--- src/rtl/arb_pkg.sv ---
// Shared definitions for the round-robin arbiter: binary state encoding
// ({active, grant index}) and a width helper for ptr/cnt.
package arb_pkg;

  typedef enum logic [3:0] {
    ST_IDLE    = 4'h0,
    ST_GRANT_0 = 4'h8,
    ST_GRANT_1 = 4'h9,
    ST_GRANT_2 = 4'hA,
    ST_GRANT_3 = 4'hB,
    ST_GRANT_4 = 4'hC,
    ST_GRANT_5 = 4'hD,
    ST_GRANT_6 = 4'hE,
    ST_GRANT_7 = 4'hF
  } state_t;

  // Width needed to hold 0..v-1, never less than one bit.
  function automatic int clog2w(input int v);
    int w;
    w = 1;
    while ((1 << w) < v) w++;
    return w;
  endfunction

  function automatic state_t grant_state(input logic [2:0] idx);
    return state_t'({1'b1, idx});
  endfunction

  function automatic logic is_grant(input state_t s);
    return s[3];
  endfunction

  function automatic logic [2:0] grant_idx(input state_t s);
    return s[2:0];
  endfunction

endpackage

--- src/rtl/rr_pick.sv ---
// Combinational rotating priority encoder: first asserted req bit scanning
// ptr+1, ptr+2, ... mod N, optionally skipping one excluded index.
module rr_pick #(
  parameter int N  = 4,
  parameter int PW = 2
) (
  input  logic [N-1:0]  req,
  input  logic [PW-1:0] ptr,
  input  logic          excl_en,
  input  logic [PW-1:0] excl,
  output logic          found,
  output logic [PW-1:0] idx
);

  logic [PW-1:0] j;

  // Walk from the farthest offset down so the nearest candidate wins last.
  always_comb begin
    found = 1'b0;
    idx   = '0;
    j     = '0;
    for (int i = N; i >= 1; i--) begin
      j = PW'((int'(ptr) + i) % N);
      if (req[j] && !(excl_en && (j == excl))) begin
        found = 1'b1;
        idx   = j;
      end
    end
  end

endmodule

--- src/rtl/rr_arbiter_fsm.sv ---
// Moore round-robin arbiter: IDLE plus one grant state per requester, with
// priority rotation and forced release of a holder that overstays under contention.
module rr_arbiter_fsm
  import arb_pkg::*;
#(
  parameter int N        = 4,
  parameter int MAX_HOLD = 8
) (
  input  logic         clk,
  input  logic         reset,
  input  logic [N-1:0] r,
  output logic [N-1:0] g,
  output logic         busy,
  output logic         timeout
);

  localparam int PW = clog2w(N);
  localparam int CW = clog2w(MAX_HOLD);
  localparam logic [CW-1:0] CNT_MAX = CW'(MAX_HOLD - 1);

  state_t        state_q, state_d;
  logic [PW-1:0] ptr_q, ptr_d;
  logic [CW-1:0] cnt_q, cnt_d;
  logic [N-1:0]  g_d;
  logic          timeout_d;
  logic          take;

  logic          active;
  logic [PW-1:0] hold_idx;
  logic          found;
  logic [PW-1:0] pick_idx;

  assign active   = is_grant(state_q);
  assign hold_idx = PW'(grant_idx(state_q));

  rr_pick #(
    .N  (N),
    .PW (PW)
  ) u_pick (
    .req     (r),
    .ptr     (ptr_q),
    .excl_en (active),
    .excl    (hold_idx),
    .found   (found),
    .idx     (pick_idx)
  );

  always_comb begin
    state_d   = state_q;
    ptr_d     = ptr_q;
    cnt_d     = cnt_q;
    timeout_d = 1'b0;
    take      = 1'b0;
    g_d       = '0;

    if (!active) begin
      cnt_d = '0;
      take  = found;
    end else if (!r[hold_idx]) begin
      // Voluntary release hands straight over when someone else is waiting.
      if (found) begin
        take = 1'b1;
      end else begin
        state_d = ST_IDLE;
        cnt_d   = '0;
      end
    end else if ((cnt_q == CNT_MAX) && found) begin
      take      = 1'b1;
      timeout_d = 1'b1;
    end else if (cnt_q != CNT_MAX) begin
      cnt_d = cnt_q + CW'(1);
    end

    if (take) begin
      state_d = grant_state(3'(pick_idx));
      ptr_d   = pick_idx;
      cnt_d   = '0;
    end

    for (int i = 0; i < N; i++) begin
      g_d[i] = is_grant(state_d) && (grant_idx(state_d) == 3'(i));
    end
  end

  always_ff @(posedge clk) begin
    if (reset) begin
      state_q <= ST_IDLE;
      ptr_q   <= PW'(N - 1);
      cnt_q   <= '0;
      g       <= '0;
      timeout <= 1'b0;
    end else begin
      state_q <= state_d;
      ptr_q   <= ptr_d;
      cnt_q   <= cnt_d;
      g       <= g_d;
      timeout <= timeout_d;
    end
  end

  assign busy = |g;

endmodule

--- config.mk ---
export PLATFORM = sky130hd
export DESIGN_NAME = rr_arbiter_fsm
export DESIGN_NICKNAME = d
export VERILOG_FILES = /design/src/rtl/arb_pkg.sv /design/src/rtl/rr_pick.sv /design/src/rtl/rr_arbiter_fsm.sv
export SDC_FILE = /design/constraint.sdc
export NUM_CORES = 1
export LEC_CHECK = 0
export ABC_AREA = 1
export ABC_CLOCK_PERIOD_IN_PS = 2240
export CAP_MARGIN = 20
export CORE_MARGIN = 2
export CORE_UTILIZATION = 50
export DETAILED_ROUTE_END_ITERATION = 7
export DONT_BUFFER_PORTS = 1
export GPL_TIMING_DRIVEN = 0
export HOLD_SLACK_MARGIN = 0.08
export SLEW_MARGIN = 30
export SYNTH_ARGS = -nofsm -noshare
export SYNTH_HDL_FRONTEND = slang
export SYNTH_SLANG_ARGS = --single-unit
export TNS_END_PERCENT = 30
--- constraint.sdc ---
create_clock -name clk -period 2.24 [get_ports clk]
set_input_delay 0.224 -clock clk [delete_from_list [all_inputs] [get_ports clk]]
set_output_delay 0.224 -clock clk [all_outputs]
set_load 0.05 [all_outputs]
==> run_results.csv <==
group,metric,value,unit
global_route,grtUsageTotal,0.216,
timing,final_hold_viol_count,0,
finish,fillers,212,
die,fp.dieH,48.8,um
logic_synthesis,ys_seq_area_frac,0.279,
finish,num-nets-final,171,
worst_setup_path,cp.arrival,1.61,ns
finish,area_growth,7.97,%
die,core_area,1920,um2
logic_synthesis,synthCells,157,
finish,postLayoutCellArea,1080,um2
logic_synthesis,synth_most_common_cell,"nand2_1",
global_route,gr-total-overflow,0,
worst_setup_path,r2r_end,"g[3]",
detailed_routing,dr.first_iter.drc_count,11,
timing,tightest_slew,0.497,ns
logic_synthesis,ys_seq_elements,14,
detailed_routing,drtPass1Iterations,4,
detailed_routing,finalWirelength,2.06,mm
worst_setup_path,rrSetupSlack,0.43,ns
finish,finish.utilization,0.564,
detailed_routing,dr_wl_met2,979,um
global_route,grt_pass1_wl,4.02,mm
power_and_ir_drop,power-per-cell-area,1630,nW/um2
cts,clock_latency,0.28,ns
timing,slew_viol_final,0,
logic_synthesis,avgSynthCellArea,6.40,um2
placement,hpwl,1.70,mm
finish,antenna_cells,0,
worst_setup_path,endpoint_kind,"primary output",
die,die_w,48.8,um
worst_setup_path,rr_startpoint,"ptr_q[0]",
worst_setup_path,cp_top_family,"simple AND/OR/NAND/NOR gates",
power_and_ir_drop,p_leak,0.000562,uW
detailed_routing,drt-met1-wl,914,um
worst_setup_path,r2r_cells,12,
detailed_routing,dr.max_layer_used,"met4",
global_route,grt_pass1_vias,992,
worst_setup_path,path_class,"flop to primary output",
placement,io_buffers,0,
global_route,grt_start_max_net_pins,11,
logic_synthesis,syn-num-nets,165,
detailed_routing,wl_per_cell,10.9,um
die,placementRows,16,
timing,min_period_over_period,0.817,
worst_hold_path,min_from,"reset",
power_and_ir_drop,seqPwrFrac,0.252,
worst_setup_path,worst_ep_required_time,2.02,ns
placement,gp_congestion,0.811,
logic_synthesis,synth_warnings,0,
worst_setup_path,worstSetupStartpointType,"flop",
power_and_ir_drop,p_int,769,uW
global_route,antenna_found_initial,0,
logic_synthesis,synth_area_leaders,"dfxtp_1 28%, nand2_1 21%, nand3_1 7.0%",
timing,fmax,0.546,GHz
timing,relSlewSlack,0.668,
power_and_ir_drop,total_power,1770,uW
detailed_routing,drc_errors,0,
timing,fin_ws,0.409,ns
worst_hold_path,worstHoldPathType,"input pin to flop",
die,io_pins,12,
run,cap_viol_max_count,0,
worst_hold_path,worstHoldEndpoint,"ptr_q[1]",
logic_synthesis,ys.flop_type,"dfxtp_1",
logic_synthesis,yosysTopAreaCell,"dfxtp_1",
worst_setup_path,path_cells,"or4_1",
power_and_ir_drop,peakVddDrop,0.000840,V
power_and_ir_drop,p_comb_frac,0.645,
cts,numCtsBuffers,3,
finish,drive_gt1_frac,0.185,
worst_setup_path,slowest_delay,0.84,ns
timing,fin_setup_tns,0,ns
outcome,status,"finished clean",
power_and_ir_drop,swShare,0.564,
worst_setup_path,worstPathMaxFanout,2,
logic_synthesis,synth_area,1000,um2
cts,cts_tree,"done",
detailed_routing,dr_total_vias,968,
timing,skew,0.000796,ns
detailed_routing,vias_per_cell,5.12,
logic_synthesis,yosys.area.top_type_share,0.279,
placement,placed_area,1040,um2
power_and_ir_drop,clkPwrFrac,0.103,
cts,cts.htree.levels,1,
detailed_routing,route.antenna.remaining_nets,0,
worst_setup_path,critPathSlowestCell,"or4_1",
cts,clk_pin_slew,0.08,ns
timing,report.final.setup_viol,0,
placement,pre_cts_slack,0.426,ns
worst_setup_path,critPathBufInv,0,
logic_synthesis,synth_edf_count,0,
cts,cts_sinks,14,
logic_synthesis,yosys-top-cells-count,"55 x nand2_1, 18 x inv_1, 14 x dfxtp_1, 14 x nand3_1, 12 x nor2_1",
timing,grt_setup_unrepaired,"false",
logic_synthesis,synthArstFlopShare,0,
power_and_ir_drop,switchingPower,996,uW
detailed_routing,dr_wl_met3,40,um
cts,clk_path_buf_depth,2,
die,start_util,0.523,
worst_hold_path,min_path_cells,2,
timing,fin_crit,1.83,ns
die,dieArea,2380,um2
logic_synthesis,ys_types,23,
cts,cts_root_buffer,"clkbuf_4",
[kinds of logic (layout without fill, tap and decap cells)]
| kind of cell | Yosys count | count (layout) | synth area share |
|---|---|---|---|
| compound gates | 13 | 13 | 0.0797 |
| fa+ha+maj | 2 | 2 | 0.0249 |
| buf+inv | 21 | 26 | 0.0859 |
| flops | 14 | 14 | 0.279 |
| simple gates | 107 | 107 | 0.531 |
[registers in the layout, summed over array words and instances (netlist names)]
register	cells
ptr_q	2
state_q	4
cnt_q	3
g	4
timeout	1
[final cells by class]
cell class	count	area [um2]	share of cell area
multi-input combinational	122	638	0.588
sequential	14	280	0.258
inverter	20	75.1	0.0692
clock buffer	4	36.3	0.0334
tap	27	33.8	0.0311
buffer	1	11.3	0.0104
timing repair buffer	1	10.0	0.00923
[worst max-delay path by stage]
stage / depth (start not counted) / to / from / slack (ns)
finish: 1 / busy / g[1] / 0.41
global route: 11 / g[0] / state_q[0] / 0.21
CTS: 1 / busy / g[1] / 0.39
detailed placement: 13 / g[2] / ptr_q[0] / 0.43
global placement: 12 / g[3] / ptr_q[0] / 0.45
floorplan: 14 / g[2] / ptr_q[0] / 0.68
[stage by stage]
step	hold slack [ns]	instances
4_1_cts	0.0898	189
2_1_floorplan	0.296	157
5_1_grt	0.0920	189
6_report	0.0937	189
3_5_place_dp	0.300	184
3_3_place_gp	0.298	184
[layout by cell type, fill, tap and decap left out, types with 2 or more instances in the layout]
cell	Yosys	routed
o21ai_1	2	2
nor3_1	2	2
nand3_1	14	14
inv_1	18	18
nor2_2	5	5
dfxtp_1	14	14
o21ai_0	2	2
o211ai_1	3	3
nand3_2	4	4
nor2_1	12	12
nand2_4	3	3
a21oi_1	4	4
ha_1	2	2
nand4_1	2	2
nand2_1	55	55
inv_2	2	2
clkbuf_4	0	3
nand2_2	7	7
[repair_timing]
action | 4_1_cts | 5_1_grt
resized for setup | 0 | 0
endpoints found under the hold margin | 3 | 0
buffers inserted | 0 | 0
hold buffers | 1 | 0
[power groups by stage]
stage | Sequential (uW) | Combinational, uW | Clock, uW
after detailed placement | 451 | 1150 | 0
after CTS | 445 | 1160 | 189
after global placement | 450 | 1130 | 0
final | 445 | 1140 | 181
after global routing | 456 | 1310 | 200
after floorplan | 434 | 973 | 0
[routing by layer]
layer / vias to the layer above / GRT usage
li1: 510 / -
met2: 13 / 0.345
met1: 432 / 0.258
met5: - / 0
met3: 13 / 0.0337
met4: 0 / 0.171
Note: power is estimated with default switching activity, not from simulation.
